===== src/rtl/lsu_pkg.sv =====
// Shared types and defaults for the load/store unit.
// Size codes, FSM states and memory geometry.
package lsu_pkg;

    localparam int DEF_DEPTH = 128;
    localparam int DEF_IDX_W = 7;

    localparam logic [1:0] SZ_BYTE = 2'b00;
    localparam logic [1:0] SZ_HALF = 2'b01;
    localparam logic [1:0] SZ_WORD = 2'b10;

    typedef enum logic [2:0] {
        S_IDLE,
        S_ADDR,
        S_RD,
        S_WR,
        S_RESP
    } state_t;

endpackage


===== src/rtl/lsu_lane_align.sv =====
// Little-endian lane steering: load extract/extend and store merge.
// Offsets arrive pre-validated, so halfwords only see 0 or 2.
module lsu_lane_align
    import lsu_pkg::*;
(
    input  logic [31:0] rword,
    input  logic [31:0] wdata,
    input  logic [1:0]  size,
    input  logic [1:0]  off,
    input  logic        uns,
    output logic [31:0] load_data,
    output logic [31:0] store_word
);

    logic [31:0] shifted;
    logic [31:0] mask;
    logic [31:0] lanes;

    always_comb begin
        shifted   = rword >> {off, 3'b000};
        load_data = 32'h0;
        mask      = 32'h0;
        lanes     = 32'h0;
        unique case (size)
            SZ_BYTE: begin
                load_data = {{24{shifted[7] & ~uns}}, shifted[7:0]};
                mask      = 32'hFF << {off, 3'b000};
                lanes     = {4{wdata[7:0]}};
            end
            SZ_HALF: begin
                load_data = {{16{shifted[15] & ~uns}}, shifted[15:0]};
                mask      = off[1] ? 32'hFFFF_0000 : 32'h0000_FFFF;
                lanes     = {2{wdata[15:0]}};
            end
            SZ_WORD: begin
                load_data = rword;
                mask      = 32'hFFFF_FFFF;
                lanes     = wdata;
            end
            default: mask = 32'h0;
        endcase
        store_word = (rword & ~mask) | (lanes & mask);
    end

endmodule


===== src/rtl/load_store_unit.sv =====
// Load/store unit: CPU requests to word-wide memory transactions.
// Sub-word stores are read-modify-write; one request in flight.
module load_store_unit
    import lsu_pkg::*;
#(
    parameter int DEPTH = DEF_DEPTH,
    parameter int IDX_W = DEF_IDX_W
) (
    input  logic        CLK,
    input  logic        RSTn,
    input  logic        req_valid,
    output logic        req_ready,
    input  logic        req_write,
    input  logic [1:0]  req_size,
    input  logic        req_unsigned,
    input  logic [31:0] req_addr,
    input  logic [31:0] req_wdata,
    output logic        resp_valid,
    output logic [31:0] resp_rdata,
    output logic        resp_error,
    output logic [31:0] mem_address,
    output logic [31:0] mem_writeData,
    output logic        mem_memWrite,
    output logic        mem_memRead,
    input  logic [31:0] mem_readData
);

    state_t      state;
    logic        wr_q;
    logic        uns_q;
    logic        err_q;
    logic [1:0]  size_q;
    logic [1:0]  off_q;
    logic [31:0] wdata_q;
    logic [31:0] rdata_q;
    logic [31:0] load_data;
    logic [31:0] store_word;
    logic        bad;

    assign req_ready = (state == S_IDLE);

    assign bad = (req_addr[31:2] >= 30'(DEPTH))
               || (req_size == 2'b11)
               || (req_size == SZ_HALF && req_addr[0])
               || (req_size == SZ_WORD && req_addr[1:0] != 2'b00);

    lsu_lane_align u_align (
        .rword      (mem_readData),
        .wdata      (wdata_q),
        .size       (size_q),
        .off        (off_q),
        .uns        (uns_q),
        .load_data  (load_data),
        .store_word (store_word)
    );

    always_ff @(posedge CLK or negedge RSTn) begin
        if (!RSTn) begin
            state         <= S_IDLE;
            wr_q          <= 1'b0;
            uns_q         <= 1'b0;
            err_q         <= 1'b0;
            size_q        <= SZ_BYTE;
            off_q         <= 2'b00;
            wdata_q       <= 32'h0;
            rdata_q       <= 32'h0;
            resp_valid    <= 1'b0;
            resp_rdata    <= 32'h0;
            resp_error    <= 1'b0;
            mem_address   <= 32'h0;
            mem_writeData <= 32'h0;
            mem_memWrite  <= 1'b0;
            mem_memRead   <= 1'b0;
        end else begin
            resp_valid <= 1'b0;
            unique case (state)
                S_IDLE: begin
                    if (req_valid) begin
                        wr_q    <= req_write;
                        uns_q   <= req_unsigned;
                        size_q  <= req_size;
                        off_q   <= req_addr[1:0];
                        wdata_q <= req_wdata;
                        err_q   <= bad;
                        rdata_q <= 32'h0;
                        if (bad) begin
                            state <= S_RESP;
                        end else begin
                            mem_address <= {{(32-IDX_W){1'b0}},
                                            req_addr[IDX_W+1:2]};
                            state       <= S_ADDR;
                        end
                    end
                end
                // Address has settled for a full cycle; now strobe.
                S_ADDR: begin
                    if (wr_q && size_q == SZ_WORD) begin
                        mem_writeData <= wdata_q;
                        mem_memWrite  <= 1'b1;
                        state         <= S_WR;
                    end else begin
                        mem_memRead <= 1'b1;
                        state       <= S_RD;
                    end
                end
                S_RD: begin
                    mem_memRead <= 1'b0;
                    if (wr_q) begin
                        mem_writeData <= store_word;
                        mem_memWrite  <= 1'b1;
                        state         <= S_WR;
                    end else begin
                        rdata_q <= load_data;
                        state   <= S_RESP;
                    end
                end
                S_WR: begin
                    mem_memWrite <= 1'b0;
                    state        <= S_RESP;
                end
                S_RESP: begin
                    resp_valid <= 1'b1;
                    resp_rdata <= rdata_q;
                    resp_error <= err_q;
                    state      <= S_IDLE;
                end
                default: state <= S_IDLE;
            endcase
        end
    end

endmodule

===== config.mk =====
export PLATFORM = sky130hd
export DESIGN_NAME = load_store_unit
export DESIGN_NICKNAME = d
export VERILOG_FILES = /design/src/rtl/lsu_pkg.sv /design/src/rtl/lsu_lane_align.sv /design/src/rtl/load_store_unit.sv
export SDC_FILE = /design/constraint.sdc
export NUM_CORES = 1
export LEC_CHECK = 0
export CAP_MARGIN = 20
export CORE_ASPECT_RATIO = 0.5
export CORE_MARGIN = 5
export CORE_UTILIZATION = 48
export DETAILED_ROUTE_END_ITERATION = 16
export GPL_TIMING_DRIVEN = 0
export PLACE_DENSITY = 0.81
export SETUP_SLACK_MARGIN = 0.1
export SLEW_MARGIN = 15
export SYNTH_ARGS = -nofsm -noshare
export SYNTH_HDL_FRONTEND = slang
export SYNTH_SLANG_ARGS = --single-unit

===== constraint.sdc =====
create_clock -name CLK -period 2.2 [get_ports CLK]
set_input_delay 0.44 -clock CLK [delete_from_list [all_inputs] [get_ports CLK]]
set_output_delay 0.44 -clock CLK [all_outputs]
set_load 0.03 [all_outputs]

* Yosys cells after proc, flatten, opt, wreduce, memory -nomap -nowiden *
Cells that the tools add are included.

cells by class
  add/sub/neg operators = 0
  $mul = 0
  divide/modulo/power cells = 0
  $lt $le $gt $ge = 1
  equality and inequality tests = 14
  shift operators = 2
  muxes and demuxes = 21
  bitwise operators = 8
  reduce and logical (&&, ||, !) cells = 18

operators with widths
  operator                                                                count
  32-bit case mux with 3 select lines                                     3
  32-bit 2-to-1 mux                                                       5
  32-bit case mux with 2 select lines                                     2
  32-bit bitwise AND                                                      2
  32-bit inverter                                                         1
  32-bit bitwise OR                                                       1
  8-bit by 5-bit << shifter with 32-bit output, first input constant      1
  32-bit by 5-bit right shift with 16-bit output                          1
  30-bit by 8-bit >= comparator with 1-bit output, second input constant  1
  3-bit case mux with 4 select lines                                      1
  3-bit AND reduction                                                     4
  2-bit != test, second input constant                                    5
  3-bit 2-to-1 mux                                                        3
  2-bit == test, second input constant                                    3
  3-bit by 2-bit == test with 1-bit output, second input constant         2
  2-bit nonzero test                                                      3
  1-bit 2-to-1 mux                                                        5
  2-bit by 1-bit == test with 1-bit output, second input constant         2
  2-bit AND reduction                                                     2
  3-bit by 1-bit == test with 1-bit output, second input constant         1
  3-bit == test, second input constant                                    1
  1-bit logical AND                                                       3
  3-bit zero test                                                         1
  1-bit logical OR                                                        3
  other kinds (6)                                                         8

storage, ports and cells
  flip-flop bits (word level) = 149
  latch bits = 0
  bits in writable memories = 0
  memory bits (read-only) = 0
  bits of input ports = 103
  output and inout port bits = 101
  memories = 0

* Longest topological paths before layout *
  word-level depth = 7
  mapped depth = 8
  depth with buffers taken out = 5

* Cells and area by module *
Synthesis repeated with hierarchy kept, for this count alone.

second synthesis, totals
  cells, all modules = 786
  area, all modules = 7883.8 µm²

modules (own cells, without submodules)
  module           instances  cells an instance  area each (µm²)
  load_store_unit  1          556                6398.6
  lsu_lane_align   1          230                1485.2

* Worst setup path before layout *
Ideal clock, no wire load.

  kind = flip-flop to flip-flop
  start = register state[2]
  end = register mem_address[0]
  library setup time = 125 ps
  data arrival time = 2206 ps
  required time = 2075 ps
  slack = -131 ps
  stages on the path, launching flop included = 8
  buffers on the path = 3
  path through = dfrtp_1 buf_2 nor3_1 and2_1 buf_2 and2_1 buf_4 mux2_2

on the way
  cells in the longest elaborated chain, start to end = 2

RTL lines
  item                           RTL line               text
  start, declared                load_store_unit.sv:28  state_t state;
  start signal, assigned         load_store_unit.sv:59  state <= S_IDLE;
  start signal, assigned         load_store_unit.sv:87  state <= S_RESP;
  start signal, assigned         load_store_unit.sv:91  state <= S_ADDR;
  3-bit zero test                --
  net req_ready                  load_store_unit.sv:12  output logic req_ready,
  3-bit AND reduction (no line)  --
  end signal, assigned           load_store_unit.sv:89  mem_address <= {{(32-IDX_W){1'b0}},
  end, declared                  load_store_unit.sv:21  output logic [31:0] mem_address,

The timed path passes the listed nets, and every way through them passes these cells.
A chain may end at the register's enable or synchronous reset.

* Final worst setup path *
  start = input port mem_readData[31]
  end = register rdata_q[22]

on the way
  cells in the longest elaborated chain, start to end = 5
  elaborated cells between the ends (all ways) = 6
  those cells by class = 1 x shift; 3 x mux; 2 x bitwise

RTL lines
  item                                              RTL line                                    text
  start, declared                                   load_store_unit.sv:25                       input logic [31:0] mem_readData
  32-bit by 5-bit right shift with 16-bit output *  lsu_lane_align.sv:20                        shifted = rword >> {off, 3'b000};
  1-bit bitwise AND (on tied branches)              lsu_lane_align.sv:31, lsu_lane_align.sv:26
  32-bit case mux with 3 select lines *             lsu_lane_align.sv:24                        unique case (size)
  32-bit 2-to-1 mux *                               load_store_unit.sv:108                      if (wr_q) begin
  32-bit case mux with 2 select lines *             load_store_unit.sv:76                       unique case (state)
  end signal, assigned                              load_store_unit.sv:113                      rdata_q <= load_data;
  end, declared                                     load_store_unit.sv:35                       logic [31:0] rdata_q;

Every way passes the cells marked *; elsewhere a longest branch is shown, timed or not. The select of a mux whose other input is x is not followed.

==> flow_metrics.py <==
metrics = {
    "run_status": {
        "status": "finished, final reports clean",
    },
    "global_route": {
        "grt_pass1_wl_um": 34400,
        "grt_start_max_net_pins": 91,
        "gr-total-overflow": 0,
        "grt_pass1_vias": 6054,
        "track_usage": 0.2546,
        "antenna_found_initial": 0,
    },
    "min_path": {
        "min_path_type": "register to register",
        "min_path_cells": 2,
    },
    "synthesis": {
        "syn_inst": 626,
        "yosysWarnings": 0,
        "yosys_register_bits": 149,
        "synth_area_um2": 7112,
        "synth-seq-area-share": 0.5243,
        "yosysUniqueCellTypes": 46,
        "syn_area_per_cell_um2": 11.36,
        "synth_edf_count": 0,
        "async_reset_ff_frac": 1.000,
        "synth_ff_type": "dfrtp_1",
    },
    "placement": {
        "globalplace.congestion": 0.9513,
        "portBuffers": 178,
        "place_area_um2": 9269,
        "dp_hpwl_um": 16320,
    },
    "critical_path": {
        "crit_type": "input port to register",
        "cp.arrival_ns": 2.39,
        "crit_required_ns": 2.49,
        "worst_setup_path_end_kind": "register",
        "cp_max_fo": 10,
        "rr_worst_depth": 7,
        "startpoint_type": "input port",
    },
    "routing": {
        "dr.max_layer_used": "met4",
        "drcViolationCount": 0,
        "via_per_inst": 5.665,
        "final_antenna_net_count": 0,
        "vias": 6016,
        "wl_met1_um": 9251,
        "wl_per_cell_um": 20.86,
        "drt_iter0_markers": 757,
        "drtPass1Iterations": 6,
        "met2WireLength_um": 10410,
        "wl_met3_um": 2150,
        "wirelength_um": 22160,
    },
    "sta": {
        "fmax_mhz": 476.1,
        "min_period_ns": 2.100,
        "finalHoldViolCount": 0,
        "worstMarginPinSlew_ns": 0.7852,
        "setup_viol": 0,
        "rsz0062_at_grt": "true",
        "skew_ns": 0.008664,
        "fin_crit_sh": 0.9547,
        "finalMaxSlewViolations": 0,
        "maxSlewHeadroom": 0.4746,
        "holdWs_ns": 0.4983,
    },
    "finish": {
        "syn_to_final_growth_pct": 39.71,
        "mostFrequentLayoutCell": "clkdlybuf4s50_1",
        "fillCellCount": 1074,
        "final_cell_mix": "clkdlybuf4s50_1, dfrtp_1, mux2_2",
        "drive_gt1_frac": 0.2037,
        "final_area_um2": 9936,
        "diodes": 0,
        "nets": 954,
    },
    "die": {
        "die_w_um": 182.1,
        "core_area_um2": 14510,
        "ios": 204,
        "die-area_um2": 17500,
        "row_count": 31,
        "fp.dieH_um": 96.07,
        "initial_core_util": 0.4903,
    },
    "pwr": {
        "power_uw": 10960,
        "peakVddDrop_v": 0.0006424,
        "leakage_uw": 0.004405,
        "pwr_density_cell_nw_per_um2": 1103,
        "clkPwrFrac": 0.278,
        "p_seq_frac": 0.350,
        "p_switching_uw": 4074,
        "comb_power_share": 0.373,
        "internal_power_uw": 6888,
        "p_sw_frac": 0.3716,
    },
    "run": {
        "cap_viol_max_count": 0,
    },
    "clocking": {
        "insertion_delay_ns": 0.42,
        "clockBufferDepth": 2,
        "tritoncts": "yes",
        "clkSinkCount": 149,
        "cts-root-buf": "clkbuf_16",
        "cts_made_buffers": 17,
        "h-tree-depth": 4,
        "clk_pin_slew_ns": 0.06,
    },
}
-- worst max-delay path, stage by stage --
cell and delay (ns):
clkdlybuf4s50_1 0.59, mux4_2 0.60, mux2i_2 0.24, nor4_4 0.09, buf_6 0.15, a221o_1 0.28
-- logic make-up (layout without fill, tap and decap cells) --
kind of cell / Yosys count / count (layout) / share of synthesized area
flip-flops: 149 / 149 / 0.5243
multiplexers: 125 / 125 / 0.1914
AO/OA/AOI/OAI: 152 / 152 / 0.1402
other: 1 / 25 / 0.0005273
buffers and inverters: 68 / 282 / 0.05595
AND/OR/NAND/NOR: 131 / 131 / 0.08762
-- sequential cells by signal, summed over array words and instances, names as in the netlist, 2 cells and up --
register and flops:
resp_rdata 32, rdata_q 32, wdata_q 32, off_q 2, mem_writeData 32, mem_address 7
size_q 2, state 3
-- per-stage QoR --
stage               instances    util  TNS [ns]  setup slack [ns]
floorplan                 650       -         0            0.2019
global placement         1026  0.6367   -750.18            -5.016
detailed placement       1027  0.6390    -4.460           -0.2742
CTS                      1060  0.6823         0           0.09413
global route             1062  0.6849         0           0.06168
finish                   1062  0.6849         0           0.09959
-- final cells by class --
class	instances	area, um^2	area share
inverter	4	15.01	0.001511
multi-input combinational	433	3102	0.3122
timing repair buffer	182	1839	0.1851
sequential	149	3729	0.3753
clock buffer	18	439.2	0.04420
clock inverter	14	172.7	0.01738
tap	198	247.7	0.02493
buffer	64	391.6	0.03942
-- worst paths after layout --
| path | slack (ns) | startpoint | endpoint |
|---|---|---|---|
| worst max-delay path | 0.1 | mem_readData[31] | rdata_q[22] |
| worst min-delay path | 0.50 | rdata_q[7] | rdata_q[7] |
| worst max register to register | 0.15 | state[0] | rdata_q[9] |
| worst min register to register | 0.50 | rdata_q[7] | rdata_q[7] |
| max in group asynchronous | 0.84 | RSTn | mem_writeData[31] |
| min in group asynchronous | 0.57 | RSTn | mem_writeData[1] |
-- power by group through the flow --
| stage | Sequential [uW] | Combinational (uW) | Clock (uW) |
|---|---|---|---|
| 2_1_floorplan | 4120 | 2180 | 0 |
| 3_3_place_gp | 3820 | 3890 | 0 |
| 3_5_place_dp | 3850 | 3990 | 0 |
| 4_1_cts | 3800 | 4030 | 3050 |
| 5_1_grt | 3870 | 4360 | 3180 |
| 6_report | 3840 | 4080 | 3040 |
-- metal layers --
layer  vias up  global-route usage
li1       2674                   -
met1      2988              0.3430
met2       322              0.4093
met3        32             0.07626
met4         0             0.06554
met5         -                   0
-- repair_timing --
| item | CTS | global route |
|---|---|---|
| setup buffers | 0 | 2 |
| endpoints found under the setup margin | 19 | 35 |
| pin swaps | 0 | 1 |
| endpoints found under the hold margin | 59 | 0 |
| hold buffers | 1 | 0 |
| resized for setup | 3 | 14 |
-- synthesized netlist by cell type, types with 7 or more instances --
cell type  count  share of area
dfrtp_1      149           0.52
mux2_2        75           0.12
mux2i_1       48          0.068
nor2_1        45          0.024
a21oi_1       43          0.030
nand2_1       41          0.022
o21ai_0       32          0.023
buf_4         29          0.031
a221o_1       24          0.034
buf_2         19          0.013
clkbuf_1      13         0.0069
nor2b_1       11         0.0097
and2_1        10         0.0088
a22oi_1        9         0.0095
o21ai_1        9         0.0063
o211ai_1       8         0.0084
o22ai_1        8         0.0070
a22o_1         7         0.0086
Power figures use the tool's default switching activity.
